`config.mk`:
```
export PLATFORM = sky130hd
export DESIGN_NAME = fpu_mul_issue
export DESIGN_NICKNAME = d
export VERILOG_FILES = /design/src/rtl/fpu_mul_issue.sv
export SDC_FILE = /design/constraint.sdc
export NUM_CORES = 1
export LEC_CHECK = 0
export ABC_AREA = 1
export ABC_CLOCK_PERIOD_IN_PS = 3300
export BUFFER_PORTS_ARGS = -buffer_cell sky130_fd_sc_hd__buf_2
export CORE_MARGIN = 1.5
export CORE_UTILIZATION = 30
export DETAILED_ROUTE_END_ITERATION = 16
export PLACE_DENSITY_LB_ADDON = 0.25
export SKIP_LAST_GASP = 1
export SLEW_MARGIN = 0
export SYNTH_ARGS = -nofsm -noshare
export SYNTH_HDL_FRONTEND = slang
export SYNTH_SLANG_ARGS = --single-unit
```
`constraint.sdc`:
```
create_clock -name clock -period 3.3 [get_ports clock]
set_input_delay 0.495 -clock clock [delete_from_list [all_inputs] [get_ports clock]]
set_output_delay 0.495 -clock clock [all_outputs]
set_load 0.02 [all_outputs]
```
`src/rtl/fpu_mul_issue.sv`:
```
// fpu_mul_issue: issue/retire sequencer that re-arms the FP16 multiply coprocessor for every operation
// Ports: clock, reset (sync, active-high); in_valid/in_ready/in_a/in_b operand intake;
//        mul_in1/mul_in2/mul_start/mul_reset/mul_out/mul_done/mul_cond coprocessor side;
//        out_valid/out_ready/out_result/out_cond/out_timeout registered result side.
// Optional FPU_MUL_ISSUE_TIMEOUT_EN: abort WAIT after TIMEOUT_CYCLES with qNaN, V set, out_timeout=1.
module fpu_mul_issue #(
  parameter int TIMEOUT_CYCLES = 64,
  parameter int TMO_W = $clog2(TIMEOUT_CYCLES + 1)
) (
  input  logic        clock,
  input  logic        reset,
  input  logic        in_valid,
  output logic        in_ready,
  input  logic [15:0] in_a,
  input  logic [15:0] in_b,
  output logic [15:0] mul_in1,
  output logic [15:0] mul_in2,
  output logic        mul_start,
  output logic        mul_reset,
  input  logic [15:0] mul_out,
  input  logic        mul_done,
  input  logic [3:0]  mul_cond,
  output logic        out_valid,
  input  logic        out_ready,
  output logic [15:0] out_result,
  output logic [3:0]  out_cond,
  output logic        out_timeout
);
  typedef enum logic [2:0] {IDLE, CLEAR, START, WAIT, OUT} state_t;
  state_t state, nextState;
  logic tmoHit;
  if (TIMEOUT_CYCLES < 2 || TIMEOUT_CYCLES > 65535 || TMO_W < 2) begin : g_badParam
    $error("fpu_mul_issue: TIMEOUT_CYCLES out of range 2..65535");
  end
`ifdef FPU_MUL_ISSUE_TIMEOUT_EN
  logic [TMO_W-1:0] tmoCnt;
  logic timeoutReg;
  assign tmoHit = tmoCnt == TMO_W'(TIMEOUT_CYCLES - 1);
  assign out_timeout = timeoutReg;
  always_ff @(posedge clock) begin
    if (reset) tmoCnt <= '0;
    else if (state == START) tmoCnt <= '0;
    else if (state == WAIT && !mul_done) tmoCnt <= tmoCnt + TMO_W'(tmoCnt != '1);
  end
  // A done arriving on the limit cycle takes the normal capture path.
  always_ff @(posedge clock) begin
    if (reset) timeoutReg <= 1'b0;
    else if (state == WAIT && (mul_done || tmoHit)) timeoutReg <= !mul_done;
  end
`else
  assign tmoHit = 1'b0;
  assign out_timeout = 1'b0;
`endif
  assign mul_reset = reset || state == CLEAR;
  assign mul_start = state == START;
  assign in_ready = state == IDLE;
  assign out_valid = state == OUT;
  always_ff @(posedge clock) begin
    if (reset) state <= IDLE;
    else state <= nextState;
  end
  always_comb begin
    nextState = state;
    case (state)
      IDLE:  nextState = in_valid ? CLEAR : IDLE;
      CLEAR: nextState = START;
      START: nextState = WAIT;
      WAIT:  nextState = (mul_done || tmoHit) ? OUT : WAIT;
      OUT:   nextState = out_ready ? IDLE : OUT;
      default: nextState = IDLE;
    endcase
  end
  always_ff @(posedge clock) begin
    if (reset) begin
      mul_in1 <= '0;
      mul_in2 <= '0;
      out_result <= '0;
      out_cond <= '0;
    end else begin
      if (state == IDLE && in_valid) begin
        mul_in1 <= in_a;
        mul_in2 <= in_b;
      end
      if (state == WAIT && (mul_done || tmoHit)) begin
        out_result <= mul_done ? mul_out : 16'h7E00;
        out_cond <= mul_done ? mul_cond : 4'b0001;
      end
    end
  end
endmodule

```
Word-level counts from Yosys, hierarchy flattened
Cells that the tools add are included.
- flip-flop bits (word level): 55
- latch bits: 0
- RAM bits: 0
- ROM bits: 0
- input bits: 57
- output and inout bits: 57
- word-level logic and storage cells: 19
- memories kept: 0
- add/sub/neg operators: 0
- $mul: 0
- divide/modulo/power cells: 0
- $lt $le $gt $ge: 0
- equality and inequality tests: 4
- shift operators: 0
- multiplexer cells: 6
- bitwise operators: 0
- reduce and logical (&&, ||, !) cells: 4
- operators by type and width (kind ; number):
    two-way mux 16 bit ; 1
    one-hot mux 3 bit (5 select lines) ; 1
    == test 3 x 2 -> 1 bit (second input constant) ; 2
    two-way mux 3 bit ; 2
    two-way mux 4 bit ; 1
    == test 3 x 1 -> 1 bit (second input constant) ; 1
    == test 3 bit (second input constant) ; 1
    logical NOT 3 bit ; 1
    logical AND 1 bit ; 2
    logical OR 1 bit ; 1
    two-way mux 1 bit ; 1

Logic depth before layout (Yosys ltp)
- depth in word-level cells: 2
- gate-level depth with buffers: 7
- gate-level depth less buffers: 6

Least setup slack after synthesis
OpenSTA, ideal clock, no wires.
- path type: register to output
- from: register state[1]
- to: output in_ready
- arrival time: 1049 ps
- setup slack: 1756 ps
- cell stages (with the launch flop): 5
- buffers on the path: 1
- path through: dfxtp_1 nor2_4 buf_2 inv_1 nor2_1
- longest elaborated chain between the ends: 1
- RTL lines (what ; line ; RTL):
    start: declaration ; 30 ; state_t state, nextState;
    start signal: assignment ; 60 ; else state <= nextState;
    logical NOT 3 bit ; 56 ; assign in_ready = state == IDLE;
    end: declaration ; 13 ; output logic in_ready,
Every way passes these cells.

Final worst setup path
- from: register state[1]
- to: register mul_in2[15]
- longest elaborated chain between the ends: 2
- RTL lines (what ; line ; RTL):
    logical NOT 3 bit ; 80 ; if (state == IDLE && in_valid) begin
    logical AND 1 bit ; 80 ;
    end signal: assignment ; 82 ; mul_in2 <= in_b;
    end: declaration ; 17 ; output logic [15:0] mul_in2,
Every way passes these cells.
A chain may end at the register's enable or synchronous reset.

==> results.sh <==
export IMPL_track_usage_pct=13.49
export IMPL_grt_start_max_net_pins=41
export IMPL_slowest_stage="nand3_2"
export IMPL_routed_wl_mm=6.106
export IMPL_tritoncts="done"
export IMPL_relSlewSlack_pct=49.26
export IMPL_synth_area_per_cell_sq_um=6.170
export IMPL_cts_hold_buffers=0
export IMPL_setup_slack_ps=1074
export IMPL_insertion_delay_ps=310
export IMPL_post_route_drc_count=0
export IMPL_period_needed_ps=2226
export IMPL_fillers=953
export IMPL_period_share_pct=67.45
export IMPL_worstSetupEndpointType="flip-flop"
export IMPL_cp_required_ps=3550
export IMPL_area_delta_synth_final_pct=26.56
export IMPL_cts_setup_buffers=0
export IMPL_drt_initial_drc_count=68
export IMPL_pre_cts_ws_ps=1030
export IMPL_cts_sinks=55
export IMPL_slew_violations=0
export IMPL_synth_top_area_share_pct=42.19
export IMPL_synth_top_family_by_area="simple AND/OR/NAND/NOR gates"
export IMPL_cp_depth=5
export IMPL_status="finished clean"
export IMPL_crit_buf_inv=1
export IMPL_synth_xor_area_share_pct=0
export IMPL_setup_viol=0
export IMPL_synth_cell_types=17
export IMPL_cap_violations=0
export IMPL_synth_top_area_cell="dfxtp_1"
export IMPL_power_total_mw=1.527
export IMPL_synth_mux_area_share_pct=0
export IMPL_cts_buffers_inserted=5
export IMPL_leakagePower_nw=2.053
export IMPL_ys_ff_latch=55
export IMPL_hpwlAfterDp_mm=4.377
export IMPL_avgViaCountPerCell=4.212
export IMPL_skew_ps=10.57
export IMPL_hp_class="in2reg"
export IMPL_h_tree_depth=2
export IMPL_criticalPathCategory="reg2reg"
export IMPL_ioPinCount=114
export IMPL_start_kind="flip-flop"
export IMPL_hold_viol_final=0
export IMPL_drive_gt1_share_pct=24.52
export IMPL_holdWs_ps=390.3
export IMPL_port_buffers=112
export IMPL_vdd_ir_drop_max_mv=0.1851
export IMPL_crit_chain="nor2_4 > nand3_2 > nand2_1 > inv_1 > nor2_1"
export IMPL_rows=33
export IMPL_syn_num_nets=480
export IMPL_yosysSeqAreaShare_pct=42.19
export IMPL_synth_fa_ha_area_share_pct=0
export IMPL_grt_pass1_vias=2336
export IMPL_gp_congestion=0.6934
export IMPL_ctsResizeCount=0
export IMPL_path_clk_slew_ps=110
export IMPL_post_dp_cell_area_sq_um=3208
export IMPL_postLayoutCellArea_sq_um=3303
export IMPL_drt_pass1_iter_count=4
export IMPL_fp_coreArea_sq_um=8341
export IMPL_slowest_delay_ps=770
export IMPL_synth_compound_area_share_pct=0.5753
export IMPL_layout_nets=578
export IMPL_worst_pin_slew_ps=760.2
export IMPL_worstPathMaxFanout=35
export IMPL_clockBufferDepth=2
export IMPL_start_util_pct=31.29
export IMPL_grt_ovfl_total=0
export IMPL_yosys_area_share_simple_pct=35.67
export IMPL_ant_nets=0
export IMPL_syn_inst=423
export IMPL_ys_top_cells_by_area="dfxtp_1 (42%), inv_1 (17%), nand2_1 (16%)"
export IMPL_crit_family="simple AND/OR/NAND/NOR gates"
export IMPL_rsz0062_at_grt="false"
export IMPL_vias=2641
export IMPL_cts_root_buf="clkbuf_8"
export IMPL_ys_warn_count=0
export IMPL_netlist_area_sq_um=2610
export IMPL_wl_per_cell_microns=9.738
export IMPL_fp_dieW_microns=96.28
export IMPL_grt_first_pass_wirelength_mm=10.01
export IMPL_setup_tns_ps=0
export IMPL_clock_fmax_ghz=0.4493
export IMPL_holdPathStages=2
export IMPL_power_density_nw_per_um2=462.2
export IMPL_worstRegToRegCells=5
export IMPL_critPathArrivalTime_ps=2470
export IMPL_antenna_found_initial=0
export IMPL_die_h_microns=96.28
export IMPL_antenna_cells=0
export IMPL_dieArea_sq_um=9269
==> metrics by stage <==
step | util, % | std cells
after floorplan | - | 423
after global placement | 38.46 | 619
after detailed placement | 38.46 | 619
after CTS | 39.60 | 627
after global routing | 39.60 | 627
final | 39.60 | 627
==> per-layer routing <==
layer  global-route usage (%)  routed length, microns
met5                        0                       0
met4                    3.309                      19
met3                    4.028                     447
met2                    21.83                    2725
met1                    17.49                    2914
==> state kept, by name (all words and copies together), names as in the netlist <==
signal      count
mul_in1        16
mul_in2        16
out_cond        4
out_result     16
state           3
==> placed cells by master, fill, tap and decap left out <==
cell,netlist,routed
inv_1,117,117
buf_2,6,112
nand2_1,108,108
nor2_1,76,76
dfxtp_1,55,55
nand4_1,32,32
clkbuf_8,0,5
inv_2,3,3
a21oi_1,3,3
inv_6,0,2
buf_4,4,2
nor2_4,1,1
nand3_2,1,1
nor2_2,1,1
nand3_1,1,1
nand3b_1,1,1
conb_1,1,1
clkinv_4,0,1
==> Yosys cell counts <==
cell,instances
nor2_4,1
buf_2,6
nand3_2,1
inv_1,117
dfxtp_1,55
nor2_2,1
nand2_1,108
nand3b_1,1
inv_2,3
clkbuf_1,9
nand4_1,32
a21oi_1,3
buf_4,4
conb_1,1
nor2_1,76
buf_1,4
nand3_1,1
==> worst register-to-register path: cells and delay by family, from the launching register on <==
family                 cells  cell delay, ps
flip-flops                 1             370
AND/OR/NAND/NOR            4            1730
buffers and inverters      1              60
==> layout make-up <==
class | instances | area (sq um) | share of cell area [%]
Clock buffer | 5 | 68.82 | 2.083
Clock inverter | 3 | 26.28 | 0.7955
Inverter | 120 | 450.4 | 13.64
Multi-Input combinational cell | 225 | 949.7 | 28.75
Sequential cell | 55 | 1101 | 33.33
Tap cell | 105 | 131.4 | 3.977
Timing Repair Buffer | 114 | 575.6 | 17.42
==> path summary, 6_finish.rpt <==
path / start / end / slack [ps]
worst max-delay path: state[1] / mul_in2[15] / 1070
worst min-delay path: reset / state[1] / 390
worst max register to register: state[1] / mul_in2[15] / 1070
worst min register to register: out_cond[3] / out_cond[3] / 490
==> cells by family (layout without fill, tap and decap cells) <==
family	count (synthesis)	in the layout
AND/OR/NAND/NOR	221	221
AO/OA/AOI/OAI	3	3
flip-flops	55	55
other	1	1
buffers and inverters	143	242
==> where the power goes <==
group	leakage [nW]	internal, mW	switching, mW	total (mW)
Clock	0.0491	0.157	0.234	0.391
Combinational	1.55	0.137	0.250	0.386
Sequential	0.451	0.719	0.0308	0.750
Power figures use the tool's default switching activity.
